File: src/rtl/relu1_seq_if.sv
// Handshake and buffer bus between the conv1 ReLU sequencer and its environment:
// conv1 buffer read port, ReLU stage enable/done handshake, pool1 buffer write
// port, and the sequencer's control/status lines.
interface relu1_seq_if #(
    parameter int DATA_W = 22,
    parameter int ADDR_W = 10
);
    logic                     start;
    logic        [ADDR_W-1:0] rd_addr;
    logic signed [DATA_W-1:0] rd_data;
    logic                     relu_enable;
    logic signed [DATA_W-1:0] relu_in;
    logic signed [DATA_W-1:0] relu_out;
    logic                     relu_done;
    logic                     wr_en;
    logic        [ADDR_W-1:0] wr_addr;
    logic signed [DATA_W-1:0] wr_data;
    logic                     busy;
    logic                     done;
    logic        [1:0]        err;

    // The sequencer side drives addresses, the stage enable and the write port.
    modport master (
        input  start, rd_data, relu_out, relu_done,
        output rd_addr, relu_enable, relu_in, wr_en, wr_addr, wr_data, busy, done, err
    );

    // The environment side: buffers, ReLU stage and the requester.
    modport slave (
        output start, rd_data, relu_out, relu_done,
        input  rd_addr, relu_enable, relu_in, wr_en, wr_addr, wr_data, busy, done, err
    );
endinterface

File: src/rtl/relu1_seq.sv
// Layer sequencer for the conv1 ReLU stage. Streams every conv1 result through
// the stage one element at a time and writes the rectified value into the
// pool1 buffer, then pulses done. Flags a stalled stage (err[0]) and any
// negative value returned by the stage (err[1]).
module relu1_seq #(
    parameter int DATA_W  = 22,
    parameter int N_ELEM  = 576,
    parameter int ADDR_W  = 10,
    parameter int TIMEOUT = 15
) (
    input logic        clk,
    input logic        rst_n,
    relu1_seq_if.master bus
);

    localparam int                TMR_W    = $clog2(TIMEOUT + 1);
    localparam logic [ADDR_W-1:0] LAST_IDX = ADDR_W'(N_ELEM - 1);
    localparam logic [TMR_W-1:0]  TMR_LAST = TMR_W'(TIMEOUT - 1);

    typedef enum logic [2:0] {
        S_IDLE,
        S_RD,
        S_LAT,
        S_EN,
        S_WR,
        S_REL,
        S_FIN
    } state_t;

    state_t                   r_state;
    state_t                   w_next;
    logic        [ADDR_W-1:0] r_idx;
    logic        [TMR_W-1:0]  r_timer;
    logic signed [DATA_W-1:0] r_reluIn;
    logic        [ADDR_W-1:0] r_wrAddr;
    logic signed [DATA_W-1:0] r_wrData;
    logic        [1:0]        r_err;

    // State register; reset aborts any element in flight immediately.
    always_ff @(posedge clk or negedge rst_n) begin
        if (!rst_n) begin
            r_state <= S_IDLE;
        end else begin
            r_state <= w_next;
        end
    end

    // Next-state logic; REL holds until the stage drops done so every enable edge yields one capture.
    always_comb begin
        w_next = r_state;
        case (r_state)
            S_IDLE: if (bus.start) w_next = S_RD;
            S_RD:   w_next = S_LAT;
            S_LAT:  w_next = S_EN;
            S_EN: begin
                if (bus.relu_done) begin
                    w_next = S_WR;
                end else if (r_timer == TMR_LAST) begin
                    w_next = S_FIN;
                end
            end
            S_WR:   w_next = S_REL;
            S_REL: begin
                if (!bus.relu_done) begin
                    w_next = (r_idx == LAST_IDX) ? S_FIN : S_RD;
                end
            end
            S_FIN:  w_next = S_IDLE;
            default: w_next = S_IDLE;
        endcase
    end

    // Stall timer counts EN cycles and clears everywhere else.
    always_ff @(posedge clk or negedge rst_n) begin
        if (!rst_n) begin
            r_timer <= '0;
        end else if (r_state == S_EN) begin
            r_timer <= r_timer + 1'b1;
        end else begin
            r_timer <= '0;
        end
    end

    // Element index, stage operand, captured result and sticky error flags.
    always_ff @(posedge clk or negedge rst_n) begin
        if (!rst_n) begin
            r_idx    <= '0;
            r_reluIn <= '0;
            r_wrAddr <= '0;
            r_wrData <= '0;
            r_err    <= '0;
        end else begin
            case (r_state)
                S_IDLE: begin
                    if (bus.start) begin
                        r_idx <= '0;
                        r_err <= '0;
                    end
                end
                S_LAT: r_reluIn <= bus.rd_data;
                S_EN: begin
                    if (bus.relu_done) begin
                        r_wrData <= bus.relu_out;
                        r_wrAddr <= r_idx;
                        if (bus.relu_out[DATA_W-1]) begin
                            r_err[1] <= 1'b1;
                        end
                    end else if (r_timer == TMR_LAST) begin
                        r_err[0] <= 1'b1;
                    end
                end
                S_REL: begin
                    if (!bus.relu_done && (r_idx != LAST_IDX)) begin
                        r_idx <= r_idx + 1'b1;
                    end
                end
                default: ;
            endcase
        end
    end

    assign bus.rd_addr     = r_idx;
    assign bus.relu_in     = r_reluIn;
    assign bus.relu_enable = (r_state == S_EN);
    assign bus.wr_en       = (r_state == S_WR);
    assign bus.wr_addr     = r_wrAddr;
    assign bus.wr_data     = r_wrData;
    assign bus.busy        = (r_state != S_IDLE);
    assign bus.done        = (r_state == S_FIN);
    assign bus.err         = r_err;

endmodule

File: src/flat_wrapper.sv
// flat-port wrapper written by rule: the top's interface ports become plain ports
module relu1_seq_flat 
#(
    parameter int DATA_W  = 22,
    parameter int N_ELEM  = 576,
    parameter int ADDR_W  = 10,
    parameter int TIMEOUT = 15
)
  (clk, rst_n, bus_start, bus_rd_data, bus_relu_out, bus_relu_done, bus_rd_addr, bus_relu_enable, bus_relu_in, bus_wr_en, bus_wr_addr, bus_wr_data, bus_busy, bus_done, bus_err);
  relu1_seq_if #(.DATA_W(DATA_W), .ADDR_W(ADDR_W)) bus_i ();
  input logic clk;
  input logic rst_n;
  input wire logic [$bits(bus_i.start)-1:0] bus_start;
  input wire logic [$bits(bus_i.rd_data)-1:0] bus_rd_data;
  input wire logic [$bits(bus_i.relu_out)-1:0] bus_relu_out;
  input wire logic [$bits(bus_i.relu_done)-1:0] bus_relu_done;
  output wire logic [$bits(bus_i.rd_addr)-1:0] bus_rd_addr;
  output wire logic [$bits(bus_i.relu_enable)-1:0] bus_relu_enable;
  output wire logic [$bits(bus_i.relu_in)-1:0] bus_relu_in;
  output wire logic [$bits(bus_i.wr_en)-1:0] bus_wr_en;
  output wire logic [$bits(bus_i.wr_addr)-1:0] bus_wr_addr;
  output wire logic [$bits(bus_i.wr_data)-1:0] bus_wr_data;
  output wire logic [$bits(bus_i.busy)-1:0] bus_busy;
  output wire logic [$bits(bus_i.done)-1:0] bus_done;
  output wire logic [$bits(bus_i.err)-1:0] bus_err;
  assign bus_i.start = bus_start;
  assign bus_i.rd_data = bus_rd_data;
  assign bus_i.relu_out = bus_relu_out;
  assign bus_i.relu_done = bus_relu_done;
  assign bus_rd_addr = bus_i.rd_addr;
  assign bus_relu_enable = bus_i.relu_enable;
  assign bus_relu_in = bus_i.relu_in;
  assign bus_wr_en = bus_i.wr_en;
  assign bus_wr_addr = bus_i.wr_addr;
  assign bus_wr_data = bus_i.wr_data;
  assign bus_busy = bus_i.busy;
  assign bus_done = bus_i.done;
  assign bus_err = bus_i.err;
  relu1_seq #(.DATA_W(DATA_W), .N_ELEM(N_ELEM), .ADDR_W(ADDR_W), .TIMEOUT(TIMEOUT)) u_core (.clk(clk), .rst_n(rst_n), .bus(bus_i));
endmodule
File: config.mk
export PLATFORM = sky130hd
export DESIGN_NAME = relu1_seq_flat
export DESIGN_NICKNAME = d
export VERILOG_FILES = /design/src/rtl/relu1_seq_if.sv /design/src/rtl/relu1_seq.sv /design/src/flat_wrapper.sv
export SDC_FILE = /design/constraint.sdc
export NUM_CORES = 1
export LEC_CHECK = 0
export CAP_MARGIN = 20
export CORE_MARGIN = 3
export CORE_UTILIZATION = 35
export DETAILED_ROUTE_END_ITERATION = 7
export MAX_ROUTING_LAYER = met4
export PLACE_DENSITY = 0.76
export SLEW_MARGIN = 10
export SYNTH_ARGS = -nofsm -noshare
export SYNTH_HDL_FRONTEND = slang
export SYNTH_SLANG_ARGS = --single-unit
File: constraint.sdc
create_clock -name clk -period 1.8 [get_ports clk]
set_input_delay 0.36 -clock clk [delete_from_list [all_inputs] [get_ports clk]]
set_output_delay 0.36 -clock clk [all_outputs]
set_load 0.02 [all_outputs]
# After elaboration in Yosys (flattened, before gate mapping)
# Cells that the tools add are included.
[classes]
n_addsub = 2
n_reduce_logical = 11
mux = 16
n_div = 0
shift = 0
bitwise = 0
n_lt_le_gt_ge = 0
n_eq_ne = 17
multipliers = 0
[ops]
columns = ["cell", "n"]
rows = [
  ["10-bit 2-to-1 mux", 2],
  ["10-bit case mux with 2 select lines", 1],
  ["3-bit case mux with 6 select lines", 1],
  ["3-bit 2-to-1 mux", 5],
  ["10-bit by 1-bit adder with 10-bit output, second input constant", 1],
  ["10-bit equality test, second input constant", 1],
  ["10-bit != test, second input constant", 1],
  ["2-bit != test, second input constant", 5],
  ["3-bit equality test, second input constant", 3],
  ["4-bit AND reduction", 2],
  ["3-bit by 2-bit equality test with 1-bit output, second input constant", 2],
  ["3-bit AND reduction", 2],
  ["4-bit by 1-bit adder with 4-bit output, second input constant", 1],
  ["4-bit equality test, second input constant", 1],
  ["1-bit 2-to-1 mux", 4],
  ["4-bit 2-to-1 mux", 1],
  ["2-bit by 1-bit != test with 1-bit output, second input constant", 2],
  ["2-bit case mux with 2 select lines", 1],
  ["2-bit nonzero test", 2],
  ["3-bit by 1-bit equality test with 1-bit output, second input constant", 1],
  ["3-bit zero test", 1],
  ["3-bit by 2-bit != test with 1-bit output, second input constant", 1],
  ["3-bit nonzero test", 1],
  ["2-bit 2-to-1 mux", 1],
  ["3 further kinds", 3],
]
[totals]
n_memories = 0
in_bits = 48
mem_bits_ro = 0
out_inout_bits = 70
wordCells = 54
latch_bits = 0
mem_bits_rw = 0
ff_bits = 73

# Logic depth before layout (Yosys ltp)
[logic_depth]
ltp_word = 4
mapped_depth = 7
ltp_nobuf = 6

# Worst setup path before layout
# Ideal clock, no wire load.
[synth_path]
path_kind = "register to register"
start = "register u_core.r_idx[0] (netlist: u_core.bus.rd_addr[0])"
end = "register u_core.r_idx[8] (netlist: u_core.bus.rd_addr[8])"
arrival_time_ns = 1.880
setup_ns = 0.082
synth_period_minus_slack_ns = 1.962
required_time_ns = 1.718
path_buffers = 0
setup_slack_ns = -0.162
path_stages_with_launch = 6
cell_sequence = "dfrtp_1 ha_1 nand3_1 or3_4 or4b_2 a31oi_1"
[synth_via]
elab_chain_len = 4
elab_cells_between_ends = 7
cone_classes = "add/sub: 1; eq/ne: 2; mux: 2; reduce/logical: 2"
[synth_lines]
columns = ["element", "line", "rtl"]
rows = [
  ["start: declaration", "relu1_seq.sv:32", "logic [ADDR_W-1:0] r_idx;"],
  ["start signal: assignment", "relu1_seq.sv:114", "r_idx <= r_idx + 1'b1;"],
  ["parallel branches: the longest is 4 deep, another holds 10-bit by 1-bit adder with 10-bit output", "-", ""],
]
# Parallel ways; which one is timed is not known. The select of a mux whose other input is x is not followed.
# A chain may end at the register's enable or synchronous reset.

# Final worst setup path
[layout_path]
start = "register u_core.r_idx[8] (netlist: u_core.bus.rd_addr[8])"
end = "register u_core.r_state[2]"
[layout_via]
elab_chain_len = 4
[layout_lines]
columns = ["element", "line", "rtl"]
rows = [
  ["10-bit equality test", "relu1_seq.sv:65", "w_next = (r_idx == LAST_IDX) ? S_FIN : S_RD;"],
  ["3-bit 2-to-1 mux", "relu1_seq.sv:65", ""],
  ["3-bit 2-to-1 mux", "relu1_seq.sv:64", "if (!bus.relu_done) begin"],
  ["3-bit case mux with 6 select lines", "relu1_seq.sv:51", "case (r_state)"],
  ["end signal: assignment", "relu1_seq.sv:44", "r_state <= w_next;"],
  ["end: declaration", "relu1_seq.sv:30", "state_t r_state;"],
]
# No other way between the ends. The select of a mux whose other input is x is not followed.

==> results.tsv <==
stage	metric	value	unit
layout	fin_nets	436	
clock_network	cts_root_buf	clkbuf_8	
drt	drt_pass1_iterations	6	
layout	final_area	4980	um2
drt	drc	0	
grt	grt_overflow	0	
drt	ant_nets	0	
drt	num_vias	2481	
place	dp_cells	476	
clock_network	clk_path_buf_depth	2	
worst_setup_path	max_stage_delay	0.57	ns
sta	slew_headroom	66.3	%
worst_setup_path	reg2reg_slack	-0.07	ns
synth	synth_cell_types	41	
place	routabilityCongestion	0.921	
worst_setup_path	worst_r2r_endpoint	u_core.r_state[2]$_DFFE_PN0P_	
power	max-vdd-ir-drop	0.482	mV
run	maxCapViolCount	0	
clock_network	clk_latency	0.33	ns
synth	synthCells	234	
synth	ys_seq_area_share	58.6	%
floorplan	die_area	10100	um2
place	placed_area	4650	um2
worst_setup_path	worstSetupPathDepth	4	
worst_setup_path	crit_end	u_core.r_state[2]$_DFFE_PN0P_	
worst_setup_path	required	2.04	ns
sta	max_slew.worst_pin.slew	0.505	ns
place	pre_cts_ws	-0.138	ns
sta	clock-skew-final	0.00836	ns
grt	antenna_found_initial	0	
layout	final_core_util	59.2	%
sta	rsz0062_at_grt	true	
sta	hold_viol_final	0	
sta	clock.fmax	0.534	GHz
layout	fin_cells	495	
outcome	status	complete, but fails checks	
sta	fin_hold_ws	0.489	ns
worst_setup_path	cpLargestDelayFamily	simple AND/OR/NAND/NOR gates	
worst_setup_path	cp-start-kind	flop	
place	place_hpwl	5.84	mm
sta	period_needed	1.87	ns
power	power	7.67	mW
sta	finalWorstSetupSlack	-0.0730	ns
clock_network	cts_tree	built	
layout	final_layout_size_suffix_gt1_share	32.8	%
floorplan	core_area	8420	um2
clock_network	htreeDepth	3	
worst_setup_path	critical_path_class	reg -> reg	
synth	synth.cell_area	3120	um2
synth	syn_area_per_cell	13.3	um2
worst_setup_path	slowest_stage	or4b_4	
clock_network	cts_buffers	9	
power	leakagePower	2.22	nW
sta	fin_crit_sh	104	%
floorplan	fp.dieW	100	um
drt	avgViaCountPerCell	5.01	
sta	drv_slew	0	
floorplan	die_h	100	um
drt	wl	7.96	mm
grt	grt_use_total	16.3	%
worst_setup_path	crit_chain	or4b_4 -> or3_4 -> o31a_1 -> o32ai_2	
power	power_density	1540	nW/um2
drt	wire_per_inst	16.1	um
sta	setup_viol	6	
clock_network	cts_sinks	73	
floorplan	rows	33	
worst_setup_path	cp_max_fo	8	
place	numPortBuffers	117	
synth	synth-seq-cells	73	
grt	grt_pass1_wl	12.7	mm
layout	area_growth_syn_to_layout	59.9	%
sta	tns	-0.241	ns
floorplan	initial_core_util	37.0	%
worst_setup_path	crit_buf_inv	0	
worst_setup_path	crit_arrival	2.11	ns
synth	synth_warnings	0	
hold_path	hold_path_class	reg -> reg	
outcome	violations	negative setup slack	
clock_network	clk_pin_slew	0.07	ns
worst_setup_path	crit_path_start	u_core.bus.rd_addr[8]$_DFFE_PN0P_	
layout	n_antenna_cell	0	
synth	synth_nets	285	
worst_setup_path	worstSetupEndpointType	flop	
grt	grt_pass1_vias	2535	
grt	grt_max_degree	39	
worst_setup_path	ff2ff_path_depth	4	
worst_setup_path	r2r-start	u_core.bus.rd_addr[8]$_DFFE_PN0P_	
floorplan	ios	118	
drt	drt-initial-drc-count	54	
## routing by layer
layer	part of all wire [%]	up-vias	GRT usage [%]
li1	-	1157	-
met1	42	1218	21.3
met2	50	94	25.7
met3	6.4	12	2.78
met4	1.3	0	5.60
met5	0	-	-
## placed cells by master (no fill, tap or decap), types with 2 or more instances in the layout
master / instances
clkdlybuf4s50_1: 102
dfrtp_1: 69
mux2_2: 54
buf_4: 28
clkbuf_8: 12
nor2_1: 10
dlygate4sd2_1: 10
nand3_1: 9
o21ai_0: 8
a31oi_1: 7
nand2_1: 6
inv_1: 5
buf_12: 5
and3_1: 4
a21oi_1: 4
dfrtp_2: 4
nor3_1: 3
a31oi_4: 3
nand2b_1: 3
o31ai_1: 3
ha_1: 3
clkbuf_2: 3
xor2_1: 2
bufinv_16: 2
## worst min path at each step
| stage | start | endpoint | slack, ns | cells after the start |
|---|---|---|---|---|
| after floorplan | rst_n | u_core.bus.err[0]$_DFFE_PN0P_ | 0.06 | 0 |
| after global placement | rst_n | u_core.bus.wr_data[13]$_DFFE_PN0P_ | 0.36 | 1 |
| after detailed placement | rst_n | u_core.bus.wr_data[20]$_DFFE_PN0P_ | 0.37 | 1 |
| after CTS | u_core.bus.err[0]$_DFFE_PN0P_ | u_core.bus.err[0]$_DFFE_PN0P_ | 0.49 | 2 |
| after global routing | u_core.bus.err[0]$_DFFE_PN0P_ | u_core.bus.err[0]$_DFFE_PN0P_ | 0.52 | 2 |
| final | u_core.bus.err[0]$_DFFE_PN0P_ | u_core.bus.err[0]$_DFFE_PN0P_ | 0.49 | 2 |
## cell families (layout without fill, tap and decap cells)
kind of cell	after synthesis	after routing	share of synthesized area, %
and+or+nand+nor	51	51	10.2
AOI/OAI and AO/OA	34	34	7.19
buffers and inverters	16	172	2.49
xor gates and xnor gates	3	3	0.843
muxes	54	54	19.5
adders and majority gates	3	3	1.20
DFF	73	73	58.6
## cell type report
| type | count | area, um2 |
|---|---|---|
| multi-input combinational | 145 | 1300 |
| timing repair buffer | 150 | 1460 |
| fill | 693 | 3440 |
| inverter | 6 | 22.5 |
| tap | 105 | 131 |
| sequential | 73 | 1830 |
| clock inverter | 4 | 73.8 |
| clock buffer | 12 | 165 |
## state kept, by name, indices dropped and copies added (netlist names)
| name | flops |
|---|---|
| u_core.bus.rd_addr | 10 |
| u_core.bus.err | 2 |
| u_core.r_state | 3 |
| u_core.r_timer | 4 |
| u_core.bus.wr_addr | 10 |
| u_core.bus.wr_data | 22 |
| u_core.bus.relu_in | 22 |
## tightest hold or removal path, delay by kind of cell (launching register included)
kind / cells / cell delay (ns)
flops: 1 / 0.35
compound gates: 1 / 0.06
simple gates: 1 / 0.05
## power breakdown
part | internal, mW | switching [mW] | total (mW)
sequential | 2.23 | 0.307 | 2.54
combinational | 1.93 | 1.72 | 3.65
clock | 0.895 | 0.595 | 1.49
## what timing repair did
item | in CTS | in global routing
setup buffers | 2 | 0
hold buffers | 1 | 0
gates cloned | 0 | 0
hold endpoints to repair | 5 | 0
setup endpoints to repair | 15 | 17
gates resized for setup | 14 | 18
pin swaps | 0 | 2
## cells in the mapped netlist
cell | count | area (um2)
and2_1 | 1 | 6.26
nor2_1 | 11 | 41.3
a32o_1 | 1 | 10.0
xor2_1 | 2 | 17.5
nand3_1 | 10 | 50.1
or4b_4 | 1 | 13.8
nand3b_2 | 1 | 11.3
o41ai_1 | 1 | 8.76
o31ai_1 | 3 | 22.5
a21oi_1 | 4 | 20.0
nand2_1 | 6 | 22.5
and4_1 | 1 | 8.76
mux2_2 | 54 | 608
dfrtp_1 | 73 | 1830
nor3_1 | 3 | 15.0
buf_6 | 1 | 11.3
o41ai_2 | 1 | 16.3
nand3b_1 | 1 | 7.51
and3b_1 | 1 | 8.76
o22ai_1 | 1 | 6.26
clkbuf_1 | 1 | 3.75
o31a_1 | 1 | 8.76
and2_2 | 1 | 7.51
nor2b_1 | 1 | 6.26
nand4_1 | 1 | 6.26
nand3_4 | 1 | 17.5
o221ai_1 | 1 | 8.76
inv_1 | 6 | 22.5
nor4_4 | 1 | 21.3
o32ai_1 | 1 | 8.76
ha_1 | 3 | 37.5
xnor2_1 | 1 | 8.76
buf_2 | 8 | 40.0
and3_1 | 4 | 25.0
or4b_2 | 1 | 10.0
or3_4 | 1 | 11.3
a31oi_1 | 11 | 68.8
nand2b_1 | 3 | 18.8
o21ai_0 | 8 | 40.0
o21ai_1 | 1 | 5.00
nor3b_1 | 1 | 7.51
No activity file was read; power rests on OpenSTA's default activity.
